<file path="config.mk">
export PLATFORM = sky130hd
export DESIGN_NAME = alu
export DESIGN_NICKNAME = d
export VERILOG_FILES = /design/src/rtl/alu.sv
export SDC_FILE = /design/constraint.sdc
export NUM_CORES = 1
export LEC_CHECK = 0
export ABC_AREA = 1
export BUFFER_PORTS_ARGS = -buffer_cell sky130_fd_sc_hd__clkbuf_2
export CORE_ASPECT_RATIO = 1.4
export CORE_MARGIN = 2
export CORE_UTILIZATION = 30
export DETAILED_ROUTE_END_ITERATION = 16
export PLACE_DENSITY = 0.49
export SETUP_SLACK_MARGIN = 0.05
export SYNTH_ARGS = -nofsm -noshare
export SYNTH_HDL_FRONTEND = slang
export SYNTH_SLANG_ARGS = --single-unit
</file>
<file path="constraint.sdc">
create_clock -name clk -period 10.18 [get_ports clk]
set_input_delay 1.527 -clock clk [delete_from_list [all_inputs] [get_ports clk]]
set_output_delay 1.527 -clock clk [all_outputs]
set_load 0.05 [all_outputs]
</file>
<file path="src/rtl/alu.sv">
// 32-bit ALU (add/sub/shift/logic) with a registered result; one-cycle latency.
// A new operation is accepted every cycle; there is no handshake and no stall.
module alu (
  input  logic        clk,
  input  logic        rst,
  input  logic [2:0]  aluop,
  input  logic [31:0] a,
  input  logic [31:0] b,
  output logic [31:0] f
);

  typedef enum logic [2:0] {
    OP_ADD = 3'b000,
    OP_SLL = 3'b001,
    OP_SRA = 3'b010,
    OP_SUB = 3'b011,
    OP_XOR = 3'b100,
    OP_SRL = 3'b101,
    OP_OR  = 3'b110,
    OP_AND = 3'b111
  } aluop_t;

  logic [4:0]  shamt;
  logic [31:0] result;

  // Only the low five bits of b steer the shifters.
  assign shamt = b[4:0];

  always_comb begin
    result = '0;
    unique case (aluop_t'(aluop))
      OP_ADD: result = a + b;
      OP_SLL: result = a << shamt;
      OP_SRA: result = $unsigned($signed(a) >>> shamt);
      OP_SUB: result = a - b;
      OP_XOR: result = a ^ b;
      OP_SRL: result = a >> shamt;
      OP_OR:  result = a | b;
      OP_AND: result = a & b;
      default: result = '0;
    endcase
  end

  always_ff @(posedge clk) begin
    if (rst) begin
      f <= '0;
    end else begin
      f <= result;
    end
  end

endmodule

</file>
==> results of run 1 <==
-- synthesized netlist by cell type, types with 2 or more instances --
cell type / instances
nand2_1: 578
nand3_1: 367
inv_1: 220
nor2_1: 136
ha_1: 97
a21oi_1: 67
o21ai_0: 48
buf_2: 46
xor2_1: 35
dfxtp_1: 32
nand4_1: 24
o211ai_1: 15
inv_2: 12
nor3_1: 9
buf_1: 8
buf_4: 8
clkbuf_1: 8
nand2_2: 8
a211oi_1: 7
a31oi_1: 7
nor2_2: 7
o21ai_1: 7
o21bai_1: 6
buf_6: 5
or2_2: 5
and2_1: 4
a221oi_1: 3
nand3b_1: 3
o2111ai_1: 3
o21a_1: 3
a21oi_2: 2
nor2_4: 2
nor2_8: 2
nor3b_1: 2
nor4_1: 2
o21ai_2: 2
o31ai_1: 2
-- cell families (layout without fill, tap and decap cells) --
kind of cell	after synthesis	count (layout)	synth area share [%]
buf+inv	309	353	13.6
compound gates	174	174	10.6
simple gates	1154	1154	52.8
fa+ha+maj	98	98	13.0
flops	32	32	6.74
xor+xnor	36	36	3.32
-- worst max-delay path, stage by stage --
cell	delay [ns]
clkbuf_2	0.08
buf_4	0.30
inv_2	0.10
buf_4	0.59
ha_1	0.29
nand3_1	0.15
nor2_2	0.19
nand2_1	0.12
nor2_2	0.17
a21oi_1	0.15
xor2_1	0.19
ha_1	0.37
nand2_1	0.12
nor2_1	0.29
inv_1	0.08
nor2_1	0.38
nand4_1	0.26
nand3_1	0.15
nand2_1	0.05
nand2_1	0.05
nand2_1	0.04
a21oi_1	0.15
-- cell usage in the layout, fill, tap and decap left out, types with 8 or more instances in the layout --
cell and instances:
a21oi_1 67, buf_4 11, clkbuf_2 100, dfxtp_1 32
ha_1 97, inv_1 220, inv_2 12, nand2_1 578
nand2_2 8, nand3_1 367, nand4_1 24, nor2_1 136
nor3_1 9, o211ai_1 15, o21ai_0 48, xor2_1 35
-- cell type report --
| class | instances | area, µm² |
|---|---|---|
| clock buffer | 6 | 139 |
| clock inverter | 2 | 15.0 |
| fill | 3713 | 21100 |
| inverter | 234 | 881 |
| multi-input combinational | 1462 | 7570 |
| sequential | 32 | 641 |
| tap | 395 | 494 |
| timing repair buffer | 111 | 583 |
-- power breakdown --
part           switching, mW  internal (mW)
Sequential           0.00515          0.139
Combinational          0.430          0.166
Clock                 0.0714         0.0976
Total                  0.507          0.403
-- per-layer routing --
metal,GRT usage (%),vias up,routed length [µm]
met5,0,-,0
met4,14.4,0,2750
met3,1.46,115,1910
met2,47.8,479,22300
met1,31.1,5637,18000
li1,-,5940,-
-- worst max-delay path by stage --
stage,cells after the start,slack (ns),endpoint
2_1_floorplan,25,5.75,f[27]
3_3_place_gp,22,4.26,f[25]
3_5_place_dp,22,4.26,f[25]
4_1_cts,22,4.56,f[25]
5_1_grt,22,4.20,f[25]
6_report,22,4.55,f[19]
-- per-stage QoR --
stage               cell area, µm²  hold WS [ns]  utilization [%]
CTS                          10300          1.68             32.9
finish                       10300          1.68             32.9
global placement             10200          1.99             32.4
global route                 10300          1.69             32.9
detailed placement           10200          1.99             32.4
floorplan                     9500          1.71                -
==> run metrics, run 1 <==
Synth area leaders nand2_1 23%, nand3_1 19%, ha_1 13%; area leader, netlist nand2_1; status finished, final reports clean; async set-reset flop share out of synthesis 0%; vias in the first global route about 12000; chip width 154 µm; post-cts gate resize count 0; Worst Path Required 10.40 ns; syn avg cell area approximately 5.3 µm²; critical path class in2reg; Final nets about 2000; Buffers on Ports 100; DR WL/cell between 20 and 25 µm; DR iter-0 viols 945; initial antenna violation count 0; CTS tree done; hold depth 2; TritonCTS sink count 32; Yosys cell types 48; core area 0.0314 mm²; Seq/Total Area, Yosys 6.74%; Tot GR Track Use a little over a quarter; register bank with the most flops f; number of synthesized flops with an enable pin 0; worst slew pin tran 1.03 ns; Final period util 55.3%; Largest register FFs 32; MaxCap Viol Count 0; leakage between 5 and 6 nW; post-placement setup slack between 4 and 5 ns; die footprint about 0.033 mm²; Via Count between 10000 and 15000; Min-Delay Startpoint rst; GRT overflow 0; CP Max Fanout 72; Main synth FF type dfxtp_1; ANT nets after route 0; Post-CTS Setup Bufs 0; aggregate routed wire length ~45 mm; drt pass-1 iters 7; final setup margin around 4.6 ns; first-pass GRT wire length between 60 and 70 mm; Max VDD drop approximately 0.055 mV; post-route setup TNS 0 ns; Clock transition at path regs roughly 0.060 ns; FF+latch count, synth 32; Max Freq approximately 180 MHz; RePlAce Congestion between 1 and 1.5; cell area power density between 80 and 90 mW/mm²; Regs by FF count f x32; Worst setup SP type primary input; buffer levels on the longest clock path 2; initial core utilization a little under a third; Layout Cells excl Fill ~2200; count of final hold-check violations 0; synth warn 0; Max Slew Vio Count 0; dpl hpwl between 30 and 40 mm; DRC violations left 0; worst hold endpoint f[21]; number of hold buffers added after cts 0; largest net degree at the start of global routing 73; Post-Syn Instances approximately 1800; HP Class in2reg; relative slew slack 31.0%; CTS buffer count 5; RSZ-0062 raised after global routing false; total power 909 µW; share of cells above drive strength 1 roughly 8.8%; chip height roughly 210 µm; H-tree levels 2; Tmin final around 5.6 ns; Yosys top cell area share 22.8%; # setup viols final 0; Vias/cell between 5 and 6; P&R area growth vs syn 8.68%; synthesized net count about 2000; root buffer cell clkbuf_16; Worst Path Arrival about 6 ns; Setup crit start b[1]; Cell Count Post-Placement 2234; critical path capture point type flop; io pins approximately 100; n_diodes 0; mapped cell area 0.00950 mm²; FP Rows 77
(Power assumes the default switching activity.)
==> run 2: changes to the inputs <==
clock period = 5.61 ns   (was 10.18 ns; I/O delays follow)
==> run metrics, run 2 (synthesis gave the netlist of run 1 again) <==
switching fraction of total power 55.9% (+0.14 points); RSZ-0062 raised after global routing false; ANT nets after route 0 (unchanged); final setup margin 1.34 ns (-3.21 ns); CP Depth 18 (-18%); Post-CTS Setup Bufs 0 (unchanged); Final period util 76.1%; Crit path buffers/inverters 2 (-3); Max VDD drop 0.125 mV (+130%); post-placement setup slack 1.03 ns (-3.22 ns); Tot GR Track Use 26.9% (+0.49 points); Buffers on Ports 100 (unchanged); filler instances 3740 (+0.73%); chip height 215 µm (unchanged); post-cts gate resize count 0 (unchanged); Tmin final approximately 4.3 ns; aggregate routed wire length 45.6 mm (+1.2%); buffer levels on the longest clock path 2 (unchanged); worst slew pin tran 0.930 ns (-0.102 ns); first-pass GRT wire length 68.2 mm (+1.9%); initial core utilization 30.2% (unchanged); root buffer cell clkbuf_16; Max Slew Vio Count 0 (unchanged); count of final hold-check violations 0 (unchanged); TritonCTS sink count 32 (unchanged); largest net degree at the start of global routing 71 (-2.7%); CP delay by family, top simple AND/OR/NAND/NOR gates; Layout Cells excl Fill 2245 (+0.13%); io pins 101 (unchanged); Largest register FFs 32 (unchanged); status finished, final reports clean; GRT Max-Usage Layer met2; critical path capture point type flop; share of cells above drive strength 1 8.97% (+0.15 points); register bank with the most flops f; Clock transition at path regs 0.06 ns (about the same); CP max stage cell nor3_1; RePlAce Congestion 0.981 (-3.6%); Final nets 2016 (+0.15%); die footprint 0.0331 mm² (unchanged); H-tree levels 2 (unchanged); Most common cell on crit path nand3_1; relative slew slack 37.8% (+6.8 points); total power 1.65 mW (+82%); HP Class in2reg; post-route setup TNS 0 ns (unchanged); Clock Power Share 18.4% (-0.2 points); most frequent cells in the layout 578 x nand2_1, 367 x nand3_1, 220 x inv_1; core area 0.0314 mm² (unchanged); grt met1 use 31.7% (+0.63 points); DR WL/cell 20.3 µm (+1.1%); cell area power density 160 mW/mm² (+82%); critical-path cell list clkbuf_2 > inv_4 > ha_1 > nand3_1 > nor2_2 > nand2_1 > nor2_2 > a21oi_1 > a21oi_2 > nand2_1 > xor2_1 > ha_1 > nand2_1 > nor3_1 > nand3_1 > nand3_1 > nand3_1 > a21oi_1; FP Rows 77 (unchanged); GRT overflow 0 (unchanged); DRC violations left 0 (unchanged); Worst Path Required 5.84 ns (-4.56 ns); P_int 730 µW (+81%); Worst setup SP type primary input; CTS buffer count 5 (unchanged); # setup viols final 0 (unchanged); Vias/cell 5.39 (-0.77%); MaxCap Viol Count 0 (unchanged); Cell Count Post-Placement 2237 (+0.13%); dpl hpwl 37.8 mm (+2.8%); Switching Power 924 µW (+82%); DR iter-0 viols 873 (-7.6%); met3 Use GR 1.17% (-0.28 points); chip width 154 µm (unchanged); initial antenna violation count 0 (unchanged); Via Count 12093 (-0.64%); critical path class in2reg; CTS tree done; vias in the first global route 11647 (+1.1%); hold depth 2 (unchanged); drt pass-1 iters 5 (-2); CP max stage delay 0.51 ns (-0.08 ns); P&R area growth vs syn 8.86%; Sequential Power Share 15.8% (about the same); leakage 5.81 nW (+0.38%); met2 GRT Util 49.2% (+1.4 points); logic gate share of total power 65.8% (+0.3 points); most common cell after layout, fill and taps aside nand2_1; Regs by FF count f x32; CP Max Fanout 37 (-49%); n_diodes 0 (unchanged); number of hold buffers added after cts 0 (unchanged); Max Freq 234 MHz; Worst Path Arrival 4.50 ns (-1.35 ns)
-- run 2: changes by cell type in the layout (fill, tap and decap cells not counted), sizes merged --
cell	previous run	this run
buf	11	14
clkinv	1	3
clkinvlp	2	0
-- run 2: area by class of cell --
| cell class | count | area (µm²) | area share (%) |
|---|---|---|---|
| Clock buffer | 6 | 139 | 1.34 |
| Clock inverter | 2 | 10.0 | 0.0968 |
| Inverter | 234 | 881 | 8.52 |
| Multi-Input combinational cell | 1462 | 7570 | 73.2 |
| Sequential cell | 32 | 641 | 6.19 |
| Tap cell | 395 | 494 | 4.78 |
| Timing Repair Buffer | 114 | 606 | 5.86 |
-- run 2: worst paths after layout --
check | from | end | slack [ns]
worst min-delay path | rst | f[28] | 1.02
worst max-delay path | b[0] | f[28] | 1.34
-- run 2: power by group through the flow --
| stage | Sequential (mW) | Clock [mW] | Combinational [mW] |
|---|---|---|---|
| 6_report | 0.261 | 0.304 | 1.09 |
| 5_1_grt | 0.263 | 0.320 | 1.19 |
| 4_1_cts | 0.262 | 0.312 | 1.08 |
| 3_5_place_dp | 0.267 | 0 | 1.07 |
| 3_3_place_gp | 0.267 | 0 | 1.08 |
| 2_1_floorplan | 0.354 | 0 | 0.641 |
-- run 2: layer usage --
| layer | vias up | wire (µm) |
|---|---|---|
| met1 | 5613 | 18100 |
| met2 | 407 | 23100 |
| met3 | 110 | 1750 |
| met5 | - | 0 |
| li1 | 5963 | - |
| met4 | 0 | 2620 |
-- run 2: metrics by stage --
step	hold slack [ns]	area [µm²]	util, %
final	1.02	10300	32.9
after floorplan	1.03	9500	-
after global routing	1.04	10300	32.9
after detailed placement	1.31	10200	32.5
after global placement	1.33	10200	32.5
after CTS	1.02	10300	32.9
==> run 3: changes to the inputs <==
clock period = 4.02 ns   (was 5.61 ns; I/O delays follow)
==> run metrics, run 3 (synthesis gave the netlist of run 1 again) <==
Regs by FF count f x32; most common cell after layout, fill and taps aside nand2_1; CP Max Fanout 6 (-84%); Max Freq approximately 270 MHz; FP Rows 77 (unchanged); met3 Use GR 1.66% (+0.49 points); Worst Path Required 4.23 ns (-1.61 ns); cell area power density 227 mW/mm² (+42%); core area 0.0314 mm² (unchanged); die footprint 0.0331 mm² (unchanged); critical path capture point type flop; TritonCTS sink count 32 (unchanged); status finished, final reports clean; dpl hpwl 37.9 mm (+0.15%); ANT nets after route 0 (unchanged); number of hold buffers added after cts 0 (unchanged); Clock transition at path regs 0.06 ns (about the same); chip width 154 µm (unchanged); P&R area growth vs syn 9.58%; HP Class in2reg; RSZ-0062 raised after global routing false; Tot GR Track Use 27.0% (+0.088 points); Tmin final ~3.7 ns; Max Slew Vio Count 0 (unchanged); Final nets 2023 (+0.35%); Post-CTS Setup Bufs 0 (unchanged); Via Count 12120 (+0.22%); Max VDD drop 0.159 mV (+27%); H-tree levels 2 (unchanged); Largest register FFs 32 (unchanged); chip height 215 µm (unchanged); first-pass GRT wire length 68.4 mm (+0.32%); Final period util roughly 92%; aggregate routed wire length 45.8 mm (+0.41%); leakage 5.85 nW (+0.67%); MaxCap Viol Count 0 (unchanged); worst hold endpoint f[29]; GRT Max-Usage Layer met2; grt met1 use 31.2% (-0.54 points); relative slew slack 36.7% (-1.1 points); io pins 101 (unchanged); hold depth 2 (unchanged); worst slew pin tran 0.946 ns (+0.0166 ns); share of cells above drive strength 1 9.26% (+0.29 points); initial antenna violation count 0 (unchanged); count of final hold-check violations 0 (unchanged); most frequent cells in the layout 578 x nand2_1, 367 x nand3_1, 220 x inv_1; DR iter-0 viols 929 (+6.4%); RePlAce Congestion 1.02 (+4.2%); DR WL/cell 20.3 µm (+0.10%); DRC violations left 0 (unchanged); GRT overflow 0 (unchanged); drt pass-1 iters 5 (unchanged); Worst setup SP type primary input; n_diodes 0 (unchanged); initial core utilization 30.2% (unchanged); filler instances 3740 (unchanged); root buffer cell clkbuf_16; post-cts gate resize count 0 (unchanged); Fin Hold WS 0.745 ns (-0.278 ns); CTS buffer count 5 (unchanged); vias in the first global route 11805 (+1.4%); Worst Path Arrival 3.93 ns (-0.57 ns); Buffers on Ports 100 (unchanged); critical path class in2reg; CTS tree done; buffer levels on the longest clock path 2 (unchanged); register bank with the most flops f; Min-Delay Startpoint rst; Vias/cell 5.38 (about the same); largest net degree at the start of global routing 71 (unchanged); met2 GRT Util 50.1% (+0.88 points); # setup viols final 0 (unchanged); post-route setup TNS 0 ns (unchanged)
-- run 3: cell type report --
cell class              instances  area (µm²)  area share, %
multi-input cells            1462        7570           72.7
inverters                     234         881           8.46
repair buffers                121         658           6.32
flip-flops and latches         32         641           6.15
well taps                     395         494           4.75
clock buffers                   6         129           1.24
clock inverters                 2        35.0          0.337
-- run 3: critical path, stage by stage --
cell and delay [ns]:
clkbuf_2 0.11, inv_4 0.08, ha_1 0.17, nand3_1 0.17
nor2_2 0.16, nand2_1 0.14, nor2_2 0.19, a21oi_1 0.14
a21oi_2 0.22, nand2_1 0.09, xor2_1 0.15, ha_1 0.38
nand2_1 0.14, nor3_1 0.46, nand3_1 0.28, nand3_1 0.16
nand3_1 0.09, a21oi_1 0.20
-- run 3: layer usage --
metal	vias to the layer above	wire length, µm
met5	-	0
met4	0	2480
met3	107	2040
met2	437	23300
met1	5604	18000
li1	5972	-
-- run 3: power breakdown --
part / internal [mW] / total (mW) / switching [mW]
Combinational: 0.429 / 1.53 / 1.10
Clock: 0.292 / 0.463 / 0.171
Sequential: 0.353 / 0.367 / 0.0139
Total: 1.07 / 2.36 / 1.29
-- run 3: how the worst max path moves through the flow --
stage | start | to | depth (start not counted)
floorplan | b[1] | f[27] | 25
global placement | b[0] | f[25] | 20
detailed placement | b[0] | f[25] | 20
CTS | b[0] | f[25] | 20
global route | b[0] | f[25] | 20
finish | b[0] | f[28] | 18
-- run 3: per-stage QoR --
stage / power [mW] / cells / worst slack (ns) / utilization, % / cell area [µm²]
after floorplan: 1.39 / 1803 / 0.514 / - / 9500
after global placement: 1.88 / 2244 / 0.0831 / 32.6 / 10200
after detailed placement: 1.88 / 2244 / 0.111 / 32.6 / 10200
after CTS: 2.36 / 2252 / 0.405 / 33.1 / 10400
after global routing: 2.54 / 2252 / 0.0985 / 33.1 / 10400
final: 2.36 / 2252 / 0.305 / 33.1 / 10400
